===== config.mk =====
export PLATFORM = sky130hd
export DESIGN_NAME = sm_multi_chan_hold
export DESIGN_NICKNAME = d
export VERILOG_FILES = /design/src/rtl/sm_multi_chan_hold.sv
export SDC_FILE = /design/constraint.sdc
export NUM_CORES = 1
export LEC_CHECK = 0
export BUFFER_PORTS_ARGS = -buffer_cell sky130_fd_sc_hd__buf_2
export CAP_MARGIN = 20
export CORE_MARGIN = 2
export CORE_UTILIZATION = 54
export DETAILED_ROUTE_END_ITERATION = 10
export PLACE_DENSITY_LB_ADDON = 0.08
export SYNTH_ARGS = -nofsm -noshare
export SYNTH_HDL_FRONTEND = slang
export SYNTH_SLANG_ARGS = --single-unit

===== constraint.sdc =====
create_clock -name clk -period 2.9 [get_ports clk]
set_input_delay 0.29 -clock clk [delete_from_list [all_inputs] [get_ports clk]]
set_output_delay 0.29 -clock clk [all_outputs]
set_load 0.05 [all_outputs]

===== src/rtl/sm_multi_chan_hold.sv =====
// CH independent IDLE/S1/S2/ERROR handshake FSMs with a timed ERROR release and per-channel error-entry counters.
// Optional feature macro: SM_ERR_CNT_EN builds the saturating error counters and clr_cnt; otherwise err_cnt reads 0.
module sm_multi_chan_hold #(
  parameter int CH       = 4,
  parameter int ERR_HOLD = 8,
  parameter int CNT_W    = 8
) (
  input  logic                clk,
  input  logic                rst,
  input  logic                en,
  input  logic [CH-1:0]       i1,
  input  logic [CH-1:0]       i2,
  input  logic                clr_cnt,
  output logic [CH-1:0]       o1,
  output logic [CH-1:0]       o2,
  output logic [CH-1:0]       err,
  output logic                any_err,
  output logic [CH*CNT_W-1:0] err_cnt
);

  localparam int HOLD_W = (ERR_HOLD < 1) ? 1 : $clog2(ERR_HOLD + 1);
  localparam logic [HOLD_W-1:0] HOLD_INIT = HOLD_W'(ERR_HOLD);

  typedef enum logic [1:0] {
    ST_IDLE = 2'd0,
    ST_S1   = 2'd1,
    ST_S2   = 2'd2,
    ST_ERR  = 2'd3
  } state_e;

  state_e              r_state  [CH];
  state_e              w_next   [CH];
  logic [HOLD_W-1:0]   r_hold   [CH];
  logic [HOLD_W-1:0]   w_hold_n [CH];
  logic [CH-1:0]       w_entry;

  // NOTE: sequential state uses non-blocking assignments so every channel samples pre-edge values.
  always_ff @(posedge clk) begin
    if (rst) begin
      for (int c = 0; c < CH; c++) begin
        r_state[c] <= ST_IDLE;
        r_hold[c]  <= '0;
      end
    end else if (en) begin
      for (int c = 0; c < CH; c++) begin
        r_state[c] <= w_next[c];
        r_hold[c]  <= w_hold_n[c];
      end
    end
  end

  // NOTE: every combinational output gets a default first so no latch is inferred.
  always_comb begin
    w_entry = '0;
    for (int c = 0; c < CH; c++) begin
      w_next[c]   = r_state[c];
      w_hold_n[c] = r_hold[c];
      unique case (r_state[c])
        ST_IDLE: if (i1[c]) w_next[c] = i2[c] ? ST_S1 : ST_ERR;
        ST_S1:   if (i2[c]) w_next[c] = i1[c] ? ST_S2 : ST_ERR;
        ST_S2:   if (!i2[c]) w_next[c] = i1[c] ? ST_IDLE : ST_ERR;
        ST_ERR: begin
          if (r_hold[c] != '0) w_hold_n[c] = r_hold[c] - HOLD_W'(1);
          else if (i1[c])      w_next[c]   = ST_IDLE;
        end
        default: w_next[c] = ST_IDLE;
      endcase
      // Only a fresh entry reloads the hold timer and counts as an error event.
      if (w_next[c] == ST_ERR && r_state[c] != ST_ERR) begin
        w_entry[c]  = 1'b1;
        w_hold_n[c] = HOLD_INIT;
      end
    end
  end

  always_comb begin
    o1  = '0;
    o2  = '0;
    err = '0;
    for (int c = 0; c < CH; c++) begin
      o1[c]  = (r_state[c] == ST_S1) || (r_state[c] == ST_S2);
      o2[c]  = (r_state[c] == ST_S2);
      err[c] = (r_state[c] == ST_ERR);
    end
  end

  assign any_err = |err;

`ifdef SM_ERR_CNT_EN
  logic [CNT_W-1:0] r_cnt [CH];

  // NOTE: the counter array is plain flops, not RAM, so it is reset explicitly.
  always_ff @(posedge clk) begin
    if (rst) begin
      for (int c = 0; c < CH; c++) r_cnt[c] <= '0;
    end else begin
      for (int c = 0; c < CH; c++) begin
        if (clr_cnt)
          r_cnt[c] <= (en && w_entry[c]) ? CNT_W'(1) : '0;
        else if (en && w_entry[c] && r_cnt[c] != '1)
          r_cnt[c] <= r_cnt[c] + CNT_W'(1);
      end
    end
  end

  always_comb begin
    err_cnt = '0;
    for (int c = 0; c < CH; c++) err_cnt[c*CNT_W +: CNT_W] = r_cnt[c];
  end
`else
  logic w_unused_cnt_inputs;
  assign w_unused_cnt_inputs = clr_cnt | (|w_entry);
  assign err_cnt = '0;
`endif

endmodule


### Yosys cells after proc, flatten, opt, wreduce, memory -nomap -nowiden

Memories as Yosys holds them, arrays and structs flattened.
Cells that the tools add are included.

| cells by class | value |
|---|---|
| add/sub/neg operators | 4 |
| eq/ne operators | 20 |
| mux-type cells | 61 |
| bitwise gates (word level) | 8 |
| reduce and logical (&&, ||, !) cells | 17 |

Operators with widths:

| cell | count |
|---|---|
| $mux W2 | 32 |
| $mux W4 | 16 |
| $pmux W2 S4 | 4 |
| $eq A2 B2 Y1 const B | 12 |
| $reduce_bool A4 Y1 | 4 |
| $sub A4 B1 Y4 const B | 4 |
| $mux W1 | 9 |
| $eq A2 B1 Y1 const B | 4 |
| $logic_not A2 Y1 | 4 |
| $ne A2 B2 Y1 const B | 4 |
| $or A1 B1 Y1 | 8 |
| $logic_and A1 B1 Y1 | 4 |
| $logic_or A1 B1 Y1 | 4 |
| $reduce_or A4 Y1 | 1 |

| word-level totals | value |
|---|---|
| register bits | 0 |
| memory bits (writable) | 24 |
| input port bits | 12 |
| word-level logic and storage cells | 112 |
| memories kept | 2 |

Memory list:

| memory | words | bits a word | rd ports | clocked after Yosys merged registers in | wr ports | RTL line | text |
|---|---|---|---|---|---|---|---|
| r_hold | 4 | 4 | 4 | 0 | 4 | 33 | `logic [HOLD_W-1:0] r_hold [CH];` |
| r_state | 4 | 2 | 4 | 0 | 4 | 31 | `state_e r_state [CH];` |

### Logic depth before layout (Yosys ltp)

An unclocked memory read counts as a cell.

| logic depth | value |
|---|---|
| word-level depth | 8 |
| mapped depth | 6 |
| depth with buffers taken out | 6 |

### Least setup slack after synthesis

Ideal clock, no wire load.

| timing | value |
|---|---|
| kind | register to register |
| from | mem r_state[0][0] (netlist bit) |
| to | mem r_hold[0][0] (netlist bit) (enable) |
| setup time | 306 ps |
| arrival | 2,196 ps |
| required time | 2,594 ps |
| setup slack | 398 ps |
| stages on the path, launching flop included | 7 |
| buffers on the path | 0 |
| clock period less this slack | 2,502 ps |
| cell sequence | edfxtp_1 inv_1 ha_1 or4b_2 nand3_1 o2111a_2 a211o_1 |

RTL lines:

| what | RTL line |
|---|---|
| start: declaration | 31 |
| end: declaration | 33 |

==> flow_metrics.tcl <==
set metrics [dict create \
    place_congestion 0.8033 \
    drc 0 \
    die_width_um 67.99 \
    maxCapViolCount 0 \
    grt_pass1_wl_um 6499 \
    grt_overflow_total 0 \
    worst_hold_path_type "in2reg" \
    worstMarginPinSlew_ns 0.8111 \
    finalHoldViolations 0 \
    p_leak_nw 1.043 \
    grtUsageTotal 0.1830 \
    required_ns 2.88 \
    cts_tree "built" \
    fillers 358 \
    synth_ff_type "edfxtp_1" \
    place_hpwl_um 3077 \
    cp_cell_sequence "inv_1 -> ha_1 -> nor4b_1 -> nor4_2 -> a2111oi_4 -> a211o_1" \
    period_share 0.8284 \
    status "complete, no violations" \
    drt-total-wl_um 3941 \
    nets 291 \
    worst_hold_slack_ns 0.5415 \
    clock_latency_ns 0.27 \
    synth_area_mm2 0.002211 \
    grt_max_degree 21 \
    grt_setup_unrepaired "false" \
    die-area_mm2 0.004622 \
    antenna_found_initial 0 \
    ioPinCount 57 \
    cts_buffer_depth 2 \
    drive_above_1_share 0.1378 \
    syn_inst 231 \
    dr.pass1.iters 4 \
    synthToLayoutAreaGrowth_pct 5.150 \
    coreArea_mm2 0.003971 \
    avgSynthCellArea_um2 9.571 \
    max_stage_delay_ns 0.51 \
    cp-end-kind "flop" \
    hold_buffers 0 \
    yosys.area.top_type "edfxtp_1" \
    viasPerCell 5.408 \
    numCtsBuffers 3 \
    post-cts-setup-buffer-count 0 \
    cts-root-buf "clkbuf_8" \
    num_rows 23 \
    start_util 0.5567 \
    htreeDepth 1 \
    ys_warn_count 0 \
    arrival_ns 2.38 \
    grt_pass1_vias 1446 \
    critical_path_class "reg2reg" \
    clock_skew_ns 0.008412 \
    slew_viol_final 0 \
    finalSetupViolCount 0 \
    setup_tns_ns 0 \
    synthDistinctLibCells 48 \
    drt-initial-drc-count 76 \
    synthArstFlopShare 0 \
    yosys-top-cells-area "edfxtp_1 33%, ha_1 14%, buf_4 11%, inv_1 3.6%, nor3_1 3.2%" \
    synth_edf_count 24 \
    port_buffers 23 \
    worst_ir_drop_vdd_uv 418.5 \
    powerDensity_mw_per_mm2 521.6 \
    max_freq_mhz 416.3 \
    yosysSeqAreaShare 0.3260 \
    cpMaxStageDelayCell "edfxtp_1" \
    clkTransAtPathRegs_ns 0.09 \
    crit_path_start_kind "flop" \
    ctsResizeCount 0 \
    relSlewSlack 0.4593 \
    wl_per_cell_um 12.96 \
    die_y_um 67.99 \
    synth_top_area_frac 0.3260 \
    clkSinkCount 24 \
    min_period_ns 2.402 \
    synth-seq-cells 24 \
    vias 1644 \
    crit_fanout 7 \
    antenna_cells 0 \
    postRouteAntennaNets 0 \
]
## worst max-delay path, delay by kind of cell (launching register included)
family / cells / cell delay [ns]
and+or+nand+nor: 2 / 0.46
AOI/OAI and AO/OA: 2 / 0.78
adders and majority gates: 1 / 0.23
buffers and inverters: 1 / 0.12
DFF: 1 / 0.51
## per-layer routing
| layer | share of wire | up-vias | GRT usage |
|---|---|---|---|
| met4 | 0.0074 | 0 | 0.05000 |
| li1 | - | 835 | - |
| met5 | 0 | - | 0 |
| met1 | 0.47 | 767 | 0.2357 |
| met3 | 0.043 | 2 | 0.03618 |
| met2 | 0.48 | 40 | 0.3119 |
## cells in the final DEF (no fill, tap or decap), drive strengths merged, types with 2 or more instances in the layout
cell type and count:
a211o 2, a211oi 2, a21o 4, a21oi 11, a311oi 6, a31o 2
a31oi 6, a32o 2, a41o 2, and2 3, buf 23, clkbuf 3
conb 32, edfxtp 24, ha 24, inv 21, nand2 9, nand2b 7
nand3 2, nor2 11, nor2b 2, nor3 14, nor4b 2, o211a 3
o21a 3, o21ai 4, o221ai 3, xnor2 4, xor2 4
## area by class of cell
type,count,area [µm²],area share
clock inverters,1,30.03,0.01292
repair buffers,23,115.1,0.04952
inverters,21,78.83,0.03391
clock buffers,3,41.29,0.01776
multi-input cells,182,1276,0.5490
flip-flops and latches,24,720.7,0.3100
well taps,50,62.56,0.02691
## final timing paths
path / startpoint / to / slack [ns] / cells after the start
worst max-delay path: r_state[0][2] / r_hold[1][2] / 0.50 / 6
worst min-delay path: rst / r_hold[0][0] / 0.54 / 2
worst max register to register: r_state[0][2] / r_hold[1][2] / 0.50 / 6
worst min register to register: r_hold[2][0] / r_hold[2][0] / 0.60 / 1
## Yosys cell counts (6+ instances only)
| cell type | number |
|---|---|
| buf_4 | 32 |
| edfxtp_1 | 24 |
| ha_1 | 24 |
| inv_1 | 21 |
| nor3_1 | 14 |
| a21oi_1 | 11 |
| nor2_1 | 11 |
| nand2_1 | 9 |
| nand2b_1 | 7 |
| a311oi_1 | 6 |
| a31oi_1 | 6 |
## per-stage QoR
stage	total power, mW	utilization	setup WS, ns	instance area (µm²)	cells
final	1.213	0.5854	0.4977	2325	304
after global routing	1.285	0.5854	0.3003	2325	304
after CTS	1.223	0.5854	0.4977	2325	304
after detailed placement	0.9308	0.5674	0.5164	2253	300
after global placement	0.9279	0.5674	0.4994	2253	300
after floorplan	0.8860	-	0.3981	2327	262
## sequential cells by signal (all words and copies together) (netlist names)
signal,count
r_hold,16
r_state,8
## kinds of logic (layout without fill, tap and decap cells)
group,after synthesis,in the layout,share of synthesized area
flip-flops,24,24,0.3260
adder cells (fa/ha/maj),24,24,0.1358
other,1,32,0.001696
buffers and inverters,56,48,0.1494
XOR/XNOR,8,8,0.03169
AO/OA/AOI/OAI,58,58,0.2054
AND/OR/NAND/NOR,60,60,0.1500
## power by group
group	leakage (nW)	total, mW	switching (mW)	internal [mW]
logic	0.752	0.457	0.329	0.128
registers	0.255	0.466	0.0353	0.430
clock network	0.0357	0.290	0.106	0.185
Note: power is estimated with default switching activity, not from simulation.
